## src/rtl/i2f_sched.sv

```systemverilog
// i2f_sched: round-robin scheduler that shares one i2f converter among
// N_REQ requesters. One request is captured at a time, i2f is started with
// a single-cycle pulse, the bfloat16 fields are collected on i2f's done
// pulse, and they are returned with the requester ID on a valid/ready channel.
//
// Ports:
//   clk, rst                    clock, asynchronous active-high reset
//   req_valid_i / req_ready_o   per-requester handshake (ready one-hot, grant cycle only)
//   req_int_i / req_frac_i      packed operands, requester k at [k*W +: W]
//   i2f_valid_o/int_o/frac_o    start pulse and held operands to i2f
//   i2f_valid_i/man_i/exp_i/sgn_i  done pulse and result from i2f
//   rsp_valid_o / rsp_ready_i   response handshake
//   rsp_id_o/man_o/exp_o/sgn_o  response payload
//   rsp_err_o                   watchdog expired (result fields 0)
//
// Optional feature: define I2F_SCHED_TIMEOUT_EN to add a WAIT-state watchdog
// of TIMEOUT_CYC cycles. Without it WAIT waits indefinitely and rsp_err_o is 0.
module i2f_sched #(
    parameter int N_REQ = 4,
    parameter int ID_W  = 2,
    parameter int EXP_W = 8,
    parameter int MAN_W = 7
`ifdef I2F_SCHED_TIMEOUT_EN
    ,
    parameter int TIMEOUT_CYC = 64
`endif
) (
    input  logic                   clk,
    input  logic                   rst,
    input  logic [N_REQ-1:0]       req_valid_i,
    output logic [N_REQ-1:0]       req_ready_o,
    input  logic [N_REQ*EXP_W-1:0] req_int_i,
    input  logic [N_REQ*MAN_W-1:0] req_frac_i,
    output logic                   i2f_valid_o,
    output logic [EXP_W-1:0]       i2f_int_o,
    output logic [MAN_W-1:0]       i2f_frac_o,
    input  logic                   i2f_valid_i,
    input  logic [MAN_W-1:0]       i2f_man_i,
    input  logic [EXP_W-1:0]       i2f_exp_i,
    input  logic                   i2f_sgn_i,
    output logic                   rsp_valid_o,
    input  logic                   rsp_ready_i,
    output logic [ID_W-1:0]        rsp_id_o,
    output logic [MAN_W-1:0]       rsp_man_o,
    output logic [EXP_W-1:0]       rsp_exp_o,
    output logic                   rsp_sgn_o,
    output logic                   rsp_err_o
);

    typedef enum logic [1:0] {IDLE, ISSUE, WAIT, RESP} state_t;

    state_t          state;
    logic [ID_W-1:0] last;
    logic [ID_W-1:0] grant;
    logic [ID_W-1:0] idx;
    logic            found;

`ifdef I2F_SCHED_TIMEOUT_EN
    localparam int CNT_W = $clog2(TIMEOUT_CYC) + 1;
    logic [CNT_W-1:0] wait_cnt;
`endif

    // Round-robin search: first valid requester starting just after 'last'.
    always_comb begin
        grant = '0;
        found = 1'b0;
        idx   = '0;
        for (int i = 1; i <= N_REQ; i++) begin
            idx = ID_W'((int'(last) + i) % N_REQ);
            if (!found && req_valid_i[idx]) begin
                found = 1'b1;
                grant = idx;
            end else begin
                found = found;
            end
        end
    end

    // Accept is combinational so the requester sees it in the grant cycle itself.
    always_comb begin
        req_ready_o = '0;
        if (state == IDLE && found) begin
            req_ready_o[grant] = 1'b1;
        end else begin
            req_ready_o = '0;
        end
    end

`ifndef I2F_SCHED_TIMEOUT_EN
    assign rsp_err_o = 1'b0;
`endif

    // Scheduler FSM with all registered outputs.
    always_ff @(posedge clk or posedge rst) begin
        if (rst) begin
            state       <= IDLE;
            last        <= ID_W'(N_REQ - 1);
            i2f_valid_o <= 1'b0;
            i2f_int_o   <= '0;
            i2f_frac_o  <= '0;
            rsp_valid_o <= 1'b0;
            rsp_id_o    <= '0;
            rsp_man_o   <= '0;
            rsp_exp_o   <= '0;
            rsp_sgn_o   <= 1'b0;
`ifdef I2F_SCHED_TIMEOUT_EN
            rsp_err_o   <= 1'b0;
            wait_cnt    <= '0;
`endif
        end else begin
            case (state)
                IDLE: begin
                    if (found) begin
                        i2f_int_o  <= req_int_i[int'(grant)*EXP_W +: EXP_W];
                        i2f_frac_o <= req_frac_i[int'(grant)*MAN_W +: MAN_W];
                        rsp_id_o   <= grant;
                        last       <= grant;
                        state      <= ISSUE;
                    end else begin
                        state <= IDLE;
                    end
                end
                ISSUE: begin
                    // Start pulse is high during the first WAIT cycle.
                    i2f_valid_o <= 1'b1;
                    state       <= WAIT;
`ifdef I2F_SCHED_TIMEOUT_EN
                    wait_cnt    <= '0;
`endif
                end
                WAIT: begin
                    i2f_valid_o <= 1'b0;
                    if (i2f_valid_i) begin
                        // A done pulse beats a simultaneous watchdog expiry.
                        rsp_man_o   <= i2f_man_i;
                        rsp_exp_o   <= i2f_exp_i;
                        rsp_sgn_o   <= i2f_sgn_i;
                        rsp_valid_o <= 1'b1;
`ifdef I2F_SCHED_TIMEOUT_EN
                        rsp_err_o   <= 1'b0;
`endif
                        state       <= RESP;
`ifdef I2F_SCHED_TIMEOUT_EN
                    end else if (wait_cnt == CNT_W'(TIMEOUT_CYC - 1)) begin
                        rsp_man_o   <= '0;
                        rsp_exp_o   <= '0;
                        rsp_sgn_o   <= 1'b0;
                        rsp_err_o   <= 1'b1;
                        rsp_valid_o <= 1'b1;
                        state       <= RESP;
                    end else begin
                        wait_cnt <= wait_cnt + CNT_W'(1);
                        state    <= WAIT;
                    end
`else
                    end else begin
                        state <= WAIT;
                    end
`endif
                end
                RESP: begin
                    if (rsp_ready_i) begin
                        rsp_valid_o <= 1'b0;
                        state       <= IDLE;
                    end else begin
                        state <= RESP;
                    end
                end
                default: begin
                    state       <= IDLE;
                    i2f_valid_o <= 1'b0;
                    rsp_valid_o <= 1'b0;
                end
            endcase
        end
    end

endmodule

```

## config.mk

```make
export PLATFORM = sky130hd
export DESIGN_NAME = i2f_sched
export DESIGN_NICKNAME = d
export VERILOG_FILES = /design/src/rtl/i2f_sched.sv
export SDC_FILE = /design/constraint.sdc
export NUM_CORES = 1
export LEC_CHECK = 0
export ABC_AREA = 1
export CAP_MARGIN = 20
export CORE_UTILIZATION = 36
export DETAILED_ROUTE_END_ITERATION = 6
export PLACE_DENSITY = 0.76
export SLEW_MARGIN = 20
export SYNTH_ARGS = -nofsm -noshare
export SYNTH_HDL_FRONTEND = slang
export SYNTH_SLANG_ARGS = --single-unit
```

## constraint.sdc

```tcl
create_clock -name clk -period 1.9 [get_ports clk]
set_clock_uncertainty 0.05 [all_clocks]
set_input_delay 0.19 -clock clk [delete_from_list [all_inputs] [get_ports clk]]
set_output_delay 0.19 -clock clk [all_outputs]
set_load 0.05 [all_outputs]
```

---- Word-level counts from Yosys, hierarchy flattened ----
Cells that the tools add are included.
operators by class
  add/sub/neg operators ................... 4
  multiply operators ...................... 1
  divide/modulo/power cells ............... 0
  order comparisons ....................... 6
  eq/ne operators ......................... 5
  shifts and indexed selects .............. 2
  multiplexer cells ....................... 27
  bitwise logic cells ..................... 0
  reductions and logical operators ........ 14
operators by type and width
  kind                 number
  $shiftx 32x6->8      1
  $shiftx 28x6->7      1
  $lt 2x3->1 const B   5
  $mux 1               13
  $mux 2               5
  $bmux 1 s2           4
  $pmux 2 s4           1
  $logic_and 1x1->1    5
  $mul 2x3->5 const B  1
  $add 2x1->2 const B  2
  $add 2x2->2 const B  2
  $eq 2x2->1 const B   2
  $mux 4               1
  $ne 2x2->1 const B   2
  $pmux 1 s2           2
  $reduce_and 2->1     2
  $reduce_bool 2->1    2
  $logic_not 1->1      3
  $reduce_and 3->1     1
  $demux 1 s2          1
  $eq 2x1->1 const B   1
  $ge 2x1->1 const B   1
  $logic_not 2->1      1
word-level totals
  flip-flop bits (word level) ............. 39
  latch bits .............................. 0
  memory bits (writable) .................. 0
  memory bits (read-only) ................. 0
  input bits .............................. 84
  output and inout bits ................... 40
  logic and storage cells ................. 69
  memories ................................ 0

---- Logic depth before layout (Yosys ltp) ----
Gate-level depths: netlist (run 1).
  depth in word-level cells ............... 18
  gate-level depth with buffers ........... 18

---- Worst setup path before layout (run 1) ----
OpenSTA, ideal clock, no wires.
  path kind ............................... flip-flop to output port
  start point ............................. register last[1]
  end point ............................... output port req_ready_o[0]
  data arrival time ....................... 2634 ps
  setup slack ............................. -974 ps
  cell stages (with the launch flop) ...... 13
  buffers on the path ..................... 2
  path through ............................ dfstp_2 -> buf_2 -> nand2_1 -> nand2_2 -> nand2_1 -> nand2_2 -> nor2_4 -> nand3_1 -> nand2_1 -> a21oi_4 -> inv_2 -> buf_6 -> nor3_1
on the way
  longest elaborated chain between the ends .. 18
RTL lines
  what                                                                   RTL line  RTL
  start, declared                                                        53        logic [ID_W-1:0] last;
  start signal, assigned                                                 97        last <= ID_W'(N_REQ - 1);
  start signal, assigned                                                 117       last <= grant;
  $add 2x1->2                                                            69        idx = ID_W'((int'(last) + i) % N_REQ);
  $bmux 1 s2                                                             70        if (!found && req_valid_i[idx]) begin
  $mux 1 (implied by the code)                                           70
  $mux 1                                                                 70
  $logic_not 1->1                                                        70
  $logic_and 1x1->1                                                      70
  $mux 1                                                                 70
  $logic_not 1->1                                                        70
  [2 not listed]                                                         --
  $logic_not 1->1                                                        70
  $logic_and 1x1->1                                                      70
  $mux 2                                                                 70
  $lt 2x3->1 (implied by the code) / $ge 2x1->1 (equally long branches)  83        req_ready_o[grant] = 1'b1;
  $logic_and 1x1->1 (implied by the code)                                83
  $mux 1 (implied by the code)                                           83
  $demux 1 s2                                                            83
  $mux 4 (*)                                                             82        if (state == IDLE && found) begin
  end, declared                                                          31        output logic [N_REQ-1:0] req_ready_o,
Every way passes the cells marked *; elsewhere a longest branch is shown, timed or not. The select of a mux whose other input is x is not followed.

---- Worst setup path in the final report (run 1) ----
  start point ............................. register last[0]
  end point ............................... output port req_ready_o[0]
The elaborated chain is that of the path after synthesis.

==> impl_metrics.csv, run 1 <==
group,metric,value,unit
sta,worst_slew_pin_slew,0.5316,ns
worst_setup_path,cp-end-kind,"output port",
job,drv_cap,0,
route,drt_pass1_iterations,6,
placement,dp_hpwl,5.528,mm
die,dieArea,7117,sq um
final_layout,postLayoutCellArea,4384,sq um
status,violations,"DRC, setup timing",
worst_hold_path,hp-class,"primary input to asynchronous set/reset pin",
grt,antenna_found_initial,0,
logic_synthesis,synthCells,342,
die,die_w,84.37,um
worst_setup_path,max_stage_delay,0.61,ns
sta,setup_ws,-0.5914,ns
worst_setup_path,cp.arrival,2.25,ns
final_layout,layout_common_cells,"nand2_1, clkdlybuf4s50_1, dfrtp_1",
worst_setup_path,slowest_stage,"dfstp_2",
clocking,cts_buffer_depth,2,
route,dr.max_layer_used,"met4",
placement,gp_congestion,0.8243,
route,via_count,2766,
route,drt-met1-wl,3.230,mm
final_layout,diodes,0,
status,outcome,"finished with violations",
final_layout,final_nets,579,
logic_synthesis,synth_cell_types,26,
worst_setup_path,crit_path_start,"last[0]",
logic_synthesis,synth_fp_nets,430,
sta,rsz0062_at_grt,"yes",
grt,grt_util_all_layers,22.19,%
die,core,6459,sq um
route,drt_iter0_markers,112,
clocking,htree_levels,2,
logic_synthesis,synth-seq-cells,39,
clocking,path_clk_slew,0.08,ns
route,drcViolationCount,6,
route,wl_met3,417,um
placement,place_area,3968,sq um
die,io_pins,124,
worst_setup_path,critical_path.top_delay_family,"flip-flops",
sta,setup_viol,22,
worst_setup_path,r2r-start,"last[0]",
clocking,cts_hold_buffers,0,
logic_synthesis,ys_warn_count,0,
worst_setup_path,worstPathRequired,1.66,ns
sta,max_freq,401.4,MHz
clocking,cts-root-buf,"clkbuf_8",
sta,relSlewSlack,64.45,%
logic_synthesis,syn_area,2442,sq um
route,drt-total-wl,7.911,mm
worst_setup_path,cp_common_cell,"nand2_2",
final_layout,instances_no_fill,569,
sta,fin_crit,2.491,ns
grt,grt_max_degree,40,
final_layout,syn_to_final_growth,79.51,%
route,dr_wl_met2,4.122,mm
logic_synthesis,syn_avg_cell_area,7.141,sq um
final_layout,drive_gt1_share,23.78,%
route,wl_per_cell,13.90,um
die,fp-row-count,29,
die,start_util,37.81,%
worst_setup_path,critical_path_class,"flip-flop to output port",
die,dieHeight,84.37,um
route,antenna_left,0,
clocking,cts_tree,"done",
placement,dp.cells,548,
route,vias_per_cell,4.861,
grt,grt_overflow,0,
clocking,cts_buffers,5,
clocking,cts.sinks,39,
clocking,clkLatencyLatePin,0.29,ns
final_layout,mostFrequentLayoutCell,"nand2_1",
sta,final_max_slew_viol_count,0,
placement,portBuffers,122,
worst_setup_path,start_kind,"flip-flop",
worst_setup_path,crit_fanout,4,
grt,first_global_vias,2725,
worst_setup_path,path_cells,"buf_4 -> nand2_2 -> nand2_2 -> nand2_1 -> nand2_2 -> inv_2 -> nand2_2 -> nor2_4 -> a21oi_4 -> inv_4 -> buf_12 -> nor3_4 -> buf_12",
logic_synthesis,synth_seq_area_share,40.06,%
sta,post-route-period-util,131.1,%
grt,grt_first_pass_wirelength,12.60,mm
sta,hold_violations,0,
sta,fin_tns_setup,-8.038,ns
worst_setup_path,crit_buf_inv,5,
==> cells by family after synthesis <==
logic type | Yosys count | synth area share, %
and+or+nand+nor | 240 | 40.62
adders and majority gates | 4 | 2.049
muxes | 16 | 7.377
AOI/OAI and AO/OA | 13 | 3.176
buffers and inverters | 29 | 6.557
DFF | 39 | 40.06
other | 1 | 0.1535
==> cell type report <==
class                   instances  area (sq um)
well taps                      77         96.34
flip-flops and latches         39         978.4
clock inverters                 2         60.06
clock buffers                   6         72.57
inverters                      13         56.30
fillers                       527          2074
multi-input cells             274          1484
repair buffers                158          1637
==> worst paths after layout <==
path                                  end  slack (ns)  cells past startpoint
max                        req_ready_o[0]       -0.59                     13
min                         i2f_frac_o[6]        0.18                      3
max reg2reg                  i2f_int_o[0]       -0.40                     17
min reg2reg                  i2f_int_o[6]        0.44                      2
max in group asynchronous         last[0]        1.37                      3
min in group clk             i2f_int_o[6]        0.44                      2
==> state kept, by name, indices dropped and copies added, names as in the netlist <==
| register | count |
|---|---|
| i2f_int_o | 8 |
| rsp_exp_o | 8 |
| i2f_frac_o | 7 |
| rsp_man_o | 7 |
| last | 2 |
| rsp_id_o | 2 |
| state | 2 |
| i2f_valid_o | 1 |
| rsp_sgn_o | 1 |
| rsp_valid_o | 1 |
==> metal layers <==
metal  up-vias  GRT usage (%)
met5         -              0
met2        87          40.46
met4         0          8.320
met1      1306          26.45
li1       1363              -
met3        10          3.343
==> repair_timing <==
action / CTS / global route
gates cloned: 0 / 1
gates resized for setup: 34 / 12
setup buffers: 7 / 5
pin swaps: 7 / 3
setup endpoints to repair: 22 / 23
==> Yosys cell counts <==
| library cell | n | area share [%] |
|---|---|---|
| a31oi_1 | 1 | 0.26 |
| nand2_4 | 2 | 0.92 |
| buf_6 | 4 | 1.8 |
| a21oi_4 | 1 | 0.67 |
| nor2_1 | 6 | 0.92 |
| dfstp_2 | 2 | 2.2 |
| nand2_1 | 188 | 29 |
| conb_1 | 1 | 0.15 |
| nor3_1 | 1 | 0.20 |
| nor2_4 | 1 | 0.46 |
| inv_1 | 9 | 1.4 |
| nor2_2 | 2 | 0.51 |
| buf_2 | 8 | 1.6 |
| o21ai_0 | 5 | 1.0 |
| dfrtp_1 | 37 | 38 |
| a21oi_1 | 5 | 1.0 |
| nand3_1 | 33 | 6.8 |
| o21ai_1 | 1 | 0.20 |
| nand3_2 | 1 | 0.41 |
| clkbuf_4 | 1 | 0.31 |
| mux2_2 | 16 | 7.4 |
| inv_2 | 4 | 0.61 |
| clkbuf_1 | 1 | 0.15 |
| nand2_2 | 6 | 1.5 |
| ha_1 | 4 | 2.0 |
| buf_4 | 2 | 0.61 |
==> per-stage QoR <==
| stage | util, % | setup WS, ns | hold slack (ns) |
|---|---|---|---|
| after floorplan | - | -0.2762 | 0.2745 |
| after global placement | 61.43 | -0.1886 | 0.4120 |
| after detailed placement | 61.43 | -0.2214 | 0.4201 |
| after CTS | 66.16 | -0.4873 | 0.1917 |
| after global routing | 67.88 | -0.6702 | 0.2248 |
| final | 67.88 | -0.5914 | 0.1836 |
==> tightest hold or removal path: stages <==
cell	delay, ns
clkdlybuf4s50_1	0.41
clkinv_1	0.07
buf_12	0.23
Power of run 1 is not shown: default switching activity piles up to over one toggle a cycle in this logic, so the estimate is an artifact.
==> run 2: changes to the inputs <==
--- a/config.mk
+++ b/config.mk
@@ -8,6 +8,7 @@
 export ABC_AREA = 1
 export CAP_MARGIN = 20
 export CORE_UTILIZATION = 36
+export CTS_BUF_LIST = sky130_fd_sc_hd__clkbuf_16
 export DETAILED_ROUTE_END_ITERATION = 6
 export PLACE_DENSITY = 0.76
 export SLEW_MARGIN = 20
==> run 2 against run 1 <==
Against the previous run: the run still ends with DRC, setup timing left; via count is 0.14% lower; final area is 1.3% higher; global-route usage increased by 0.54 points; sequential cell count did not move; register-to-register slack got worse by 0.07 ns; die area stayed put; sequential share of layout area is 0.28 points lower; utilization up 0.85 points; largest cell class unchanged.
==> impl_metrics.csv, run 2 (synthesis gave the netlist of run 1 again) <==
group,metric,value,unit
route,wl_met3,395,um
route,via_count,2762,
route,drcViolationCount,6,
clocking,cts_buffers,5,
status,violations,"DRC, setup timing",
sta,relSlewSlack,64.35,%
worst_setup_path,r2r-end,"i2f_int_o[0]",
worst_hold_path,hp-class,"primary input to asynchronous set/reset pin",
job,drv_cap,0,
sta,worst_slew_pin_slew,0.5331,ns
clocking,path_clk_slew,0.06,ns
clocking,cts_buffer_depth,2,
worst_setup_path,cp-end-kind,"output port",
sta,hold_violations,0,
final_layout,postLayoutCellArea,4439,sq um
sta,fin_crit,2.562,ns
route,drt_pass1_iterations,7,
sta,setup_viol,24,
clocking,cts-root-buf,"clkbuf_16",
die,dieHeight,84.37,um
worst_setup_path,rr_worst_depth,15,
worst_setup_path,crit_path_start,"last[0]",
die,fp-row-count,29,
clocking,cts.sinks,39,
die,core,6459,sq um
final_layout,n_fill_cell,517,
final_layout,final_nets,578,
worst_setup_path,r2r-start,"last[0]",
route,dr.max_layer_used,"met4",
die,start_util,37.81,%
worst_setup_path,r2r_setup_slack,-0.47,ns
final_layout,syn_to_final_growth,81.76,%
sta,holdWs,0.2020,ns
grt,grt_first_pass_wirelength,12.84,mm
final_layout,top_regs,"i2f_int_o: 8 flops, rsp_exp_o: 8 flops",
route,drt-met1-wl,3.263,mm
route,antenna_left,0,
worst_setup_path,crit_end,"req_ready_o[0]",
sta,final_max_slew_viol_count,0,
sta,fin_tns_setup,-9.582,ns
worst_setup_path,worstPathRequired,1.66,ns
placement,place_area,3968,sq um
sta,post-route-period-util,134.8,%
route,wl_per_cell,13.88,um
route,dr_wl_met2,4.060,mm
grt,grt_overflow,0,
worst_setup_path,crit_fanout,4,
placement,portBuffers,122,
final_layout,drive_gt1_share,23.42,%
status,outcome,"finished with violations",
grt,grt_util_all_layers,22.74,%
sta,max_freq,390.4,MHz
grt,grt_max_degree,40,
final_layout,layout_common_cells,"nand2_1, clkdlybuf4s50_1, dfrtp_1",
die,dieArea,7117,sq um
sta,setup_ws,-0.6616,ns
clocking,htree_levels,2,
final_layout,diodes,0,
worst_setup_path,start_kind,"flip-flop",
route,drt-total-wl,7.886,mm
final_layout,mostFrequentLayoutCell,"nand2_1",
route,drt_iter0_markers,87,
die,io_pins,124,
placement,dp_hpwl,5.528,mm
worst_setup_path,cp.arrival,2.32,ns
placement,gp_congestion,0.8243,
route,vias_per_cell,4.863,
sta,rsz0062_at_grt,"yes",
clocking,cts_tree,"done",
worst_setup_path,critical_path_class,"flip-flop to output port",
grt,first_global_vias,2769,
clocking,clkLatencyLatePin,0.28,ns
die,die_w,84.37,um
grt,antenna_found_initial,0,
[run 2: cell count changes in the layout (fill, tap and decap cells not counted), moves of 2 or more]
cell	change
clkbuf_8	-5
clkbuf_16	+4
buf_4	-3
buf_6	+2
[run 2: through the flow]
stage               cells  worst slack [ns]  util [%]
global route          568           -0.7207     68.73
CTS                   564           -0.4675     67.45
global placement      548           -0.1886     61.43
floorplan             342           -0.2762         -
finish                568           -0.6616     68.73
detailed placement    548           -0.2214     61.43
[run 2: worst min-delay path by stage]
stage                  startpoint            end  slack [ns]  cells past startpoint
finish                        rst  i2f_frac_o[6]        0.20                      3
global route                  rst  i2f_frac_o[6]        0.24                      3
CTS                           rst   rsp_exp_o[7]        0.21                      3
detailed placement  i2f_frac_o[0]  i2f_frac_o[0]        0.42                      2
global placement    i2f_frac_o[0]  i2f_frac_o[0]        0.41                      2
floorplan             i2f_valid_i    rsp_valid_o        0.27                      2
[run 2: final cells by class]
| type | instances | area (sq um) | area share [%] |
|---|---|---|---|
| timing repair buffer | 157 | 1644 | 37.04 |
| multi-input combinational | 274 | 1475 | 33.23 |
| sequential | 39 | 978.4 | 22.04 |
| clock buffer | 5 | 125.1 | 2.818 |
| tap | 77 | 96.34 | 2.170 |
| clock inverter | 3 | 63.81 | 1.437 |
| inverter | 13 | 56.30 | 1.268 |
[run 2: layer usage]
layer	global-route usage, %	up-vias
li1	-	1369
met1	27.36	1288
met2	41.43	88
met3	3.343	17
met4	8.012	0
met5	0	-
[run 2: critical path: stages (launching register included)]
cell and delay [ns]:
dfstp_2 0.61, buf_4 0.15, nand2_2 0.07, nand2_4 0.10, a21oi_1 0.07, a21oi_1 0.24, nand2_2 0.13, a21oi_4 0.17
inv_4 0.07, buf_12 0.13, nor3_4 0.14, buf_12 0.16
[run 2: timing repair]
action,in CTS,in global routing
gates cloned,1,0
endpoints found under the setup margin,22,23
pin swaps,7,6
gates resized for setup,36,14
hold buffers,0,0
setup buffers,8,4
Power of run 2 is left out for the same reason.
==> run 3: changes to the inputs <==
==> constraint.sdc (replaced) <==
create_clock -name clk -period 2.3 [get_ports clk]
set_clock_uncertainty 0.05 [all_clocks]
set_input_delay 0.23 -clock clk [delete_from_list [all_inputs] [get_ports clk]]
set_output_delay 0.23 -clock clk [all_outputs]
set_load 0.05 [all_outputs]
==> run 3 against run 2 <==
Against the previous run: the flow still finishes with violations (DRC, setup timing); critical endpoint is now req_ready_o[2]; utilization decreased by 4.1 points; critical path type unchanged; hold slack improved by 0.029 ns; first-iteration DRC count increased by 46%; global-route usage decreased by 1.4 points; non-clock buffer count decreased by 7.
==> impl_metrics.csv, run 3 (synthesis gave the netlist of run 1 again) <==
group,metric,value,unit
sta,fin_crit,2.444,ns
clocking,htree_levels,2,
grt,met3_usage,2.655,%
sta,setup_viol,5,
worst_setup_path,critical_path.top_delay_family,"simple AND/OR/NAND/NOR gates",
die,dieHeight,84.37,um
grt,antenna_found_initial,0,
worst_setup_path,crit_buf_inv,3,
worst_setup_path,path_cells,"inv_4 -> nand2_2 -> nand2_2 -> nand2_1 -> nand2_2 -> nand2_1 -> nand2_2 -> nor2_2 -> nand2_4 -> nand2_4 -> buf_6 -> nor2_4 -> buf_12",
placement,dp_hpwl,5.471,mm
route,via_count,2697,
route,drt_pass1_iterations,6,
route,drcViolationCount,5,
placement,portBuffers,122,
grt,grt_util_all_layers,21.31,%
worst_setup_path,cp.arrival,2.16,ns
sta,post-route-period-util,106.3,%
clocking,cts_tree,"done",
die,die_w,84.37,um
die,start_util,37.81,%
status,outcome,"finished with violations",
route,wl_per_cell,13.08,um
clocking,cts.sinks,39,
clocking,cts-root-buf,"clkbuf_16",
worst_setup_path,crit_fanout,22,
final_layout,final_nets,571,
route,antenna_left,0,
worst_setup_path,cp_common_cell,"nand2_2",
worst_setup_path,start_kind,"flip-flop",
die,fp-row-count,29,
worst_setup_path,max_stage_delay,0.61,ns
clocking,cts_hold_buffers,0,
grt,grt_max_degree,31,
die,core,6459,sq um
die,dieArea,7117,sq um
sta,setup_ws,-0.1442,ns
placement,gp_congestion,0.8481,
final_layout,top_regs,"i2f_int_o: 8 flops, rsp_exp_o: 8 flops",
clocking,cts_buffer_depth,2,
grt,globalRouteMet1Util,25.19,%
sta,max_freq,409.1,MHz
clocking,clkLatencyLatePin,0.27,ns
job,drv_cap,0,
grt,grt_overflow,0,
worst_setup_path,cp-end-kind,"output port",
status,violations,"DRC, setup timing",
worst_setup_path,slowest_stage,"dfstp_2",
sta,rsz0062_at_grt,"yes",
route,drt-total-wl,7.339,mm
sta,final_max_slew_viol_count,0,
grt,first_global_vias,2657,
final_layout,drive_gt1_share,19.83,%
clocking,path_clk_slew,0.06,ns
route,vias_per_cell,4.807,
final_layout,diodes,0,
final_layout,syn_to_final_growth,70.95,%
clocking,cts_buffers,5,
worst_setup_path,worstPathRequired,2.02,ns
sta,relSlewSlack,55.80,%
sta,fin_tns_setup,-0.4609,ns
final_layout,layout_common_cells,"nand2_1, clkdlybuf4s50_1, dfrtp_1",
worst_setup_path,critical_path_class,"flip-flop to output port",
route,drt_iter0_markers,127,
grt,grtUsageMet2,39.57,%
final_layout,mostFrequentLayoutCell,"nand2_1",
die,io_pins,124,
worst_hold_path,hp-class,"primary input to asynchronous set/reset pin",
sta,worst_slew_pin_slew,0.6589,ns
sta,hold_violations,0,
grt,grt.busiest_layer,"met2",
grt,grt_first_pass_wirelength,12.08,mm
[run 3: stage by stage]
stage / util (%) / instances / worst slack, ns / area [sq um] / hold slack [ns]
floorplan: - / 342 / -0.07551 / 2466 / 0.3145
global placement: 59.34 / 541 / 0.09223 / 3832 / 0.4132
detailed placement: 59.34 / 541 / 0.05494 / 3832 / 0.4139
CTS: 63.66 / 557 / -0.1055 / 4111 / 0.2434
global route: 64.65 / 561 / -0.2369 / 4175 / 0.2652
finish: 64.65 / 561 / -0.1442 / 4175 / 0.2314
[run 3: timing repair]
item,4_1_cts,5_1_grt
gates resized for setup,24,10
cloned,0,0
endpoints found under the setup margin,4,18
pin swaps,13,6
setup buffers,8,4
[run 3: worst paths after layout]
| kind | start | endpoint | slack [ns] | depth (start not counted) |
|---|---|---|---|---|
| setup reg to reg | last[0] | i2f_frac_o[5] | 0 | 17 |
| hold / removal | rst | i2f_frac_o[6] | 0.23 | 2 |
| max in group asynchronous | rst | rsp_man_o[0] | 1.43 | 3 |
| hold reg to reg | i2f_frac_o[1] | i2f_frac_o[1] | 0.43 | 2 |
| min in group clk | i2f_frac_o[1] | i2f_frac_o[1] | 0.43 | 2 |
| setup / recovery | last[0] | req_ready_o[2] | -0.14 | 13 |
[run 3: layout make-up]
type / count / area [sq um]
Clock inverter: 3 / 16.27
Sequential cell: 39 / 978.4
Clock buffer: 5 / 125.1
Inverter: 13 / 58.81
Multi-Input combinational cell: 274 / 1410
Timing Repair Buffer: 150 / 1490
Fill cell: 559 / 2283
Tap cell: 77 / 96.34
[run 3: metal layers]
layer | routed length, um | share of wire [%]
met1 | 3047 | 42
met2 | 3785 | 52
met3 | 358 | 4.9
met4 | 147 | 2.0
met5 | 0 | 0
[run 3: worst register-to-register path, stage by stage (launching register included)]
cell     delay [ns]
dfstp_2        0.61
buf_4          0.14
nand2_1        0.06
nand2_2        0.10
nand2_1        0.08
nand2_2        0.10
inv_2          0.06
nand2_2        0.07
nor2_4         0.04
a21oi_4        0.17
inv_4          0.08
buf_4          0.13
buf_4          0.13
buf_6          0.14
nand2_1        0.06
nand2_1        0.04
nand2_1        0.07
nand2_1        0.05
Power of run 3 is left out for the same reason.
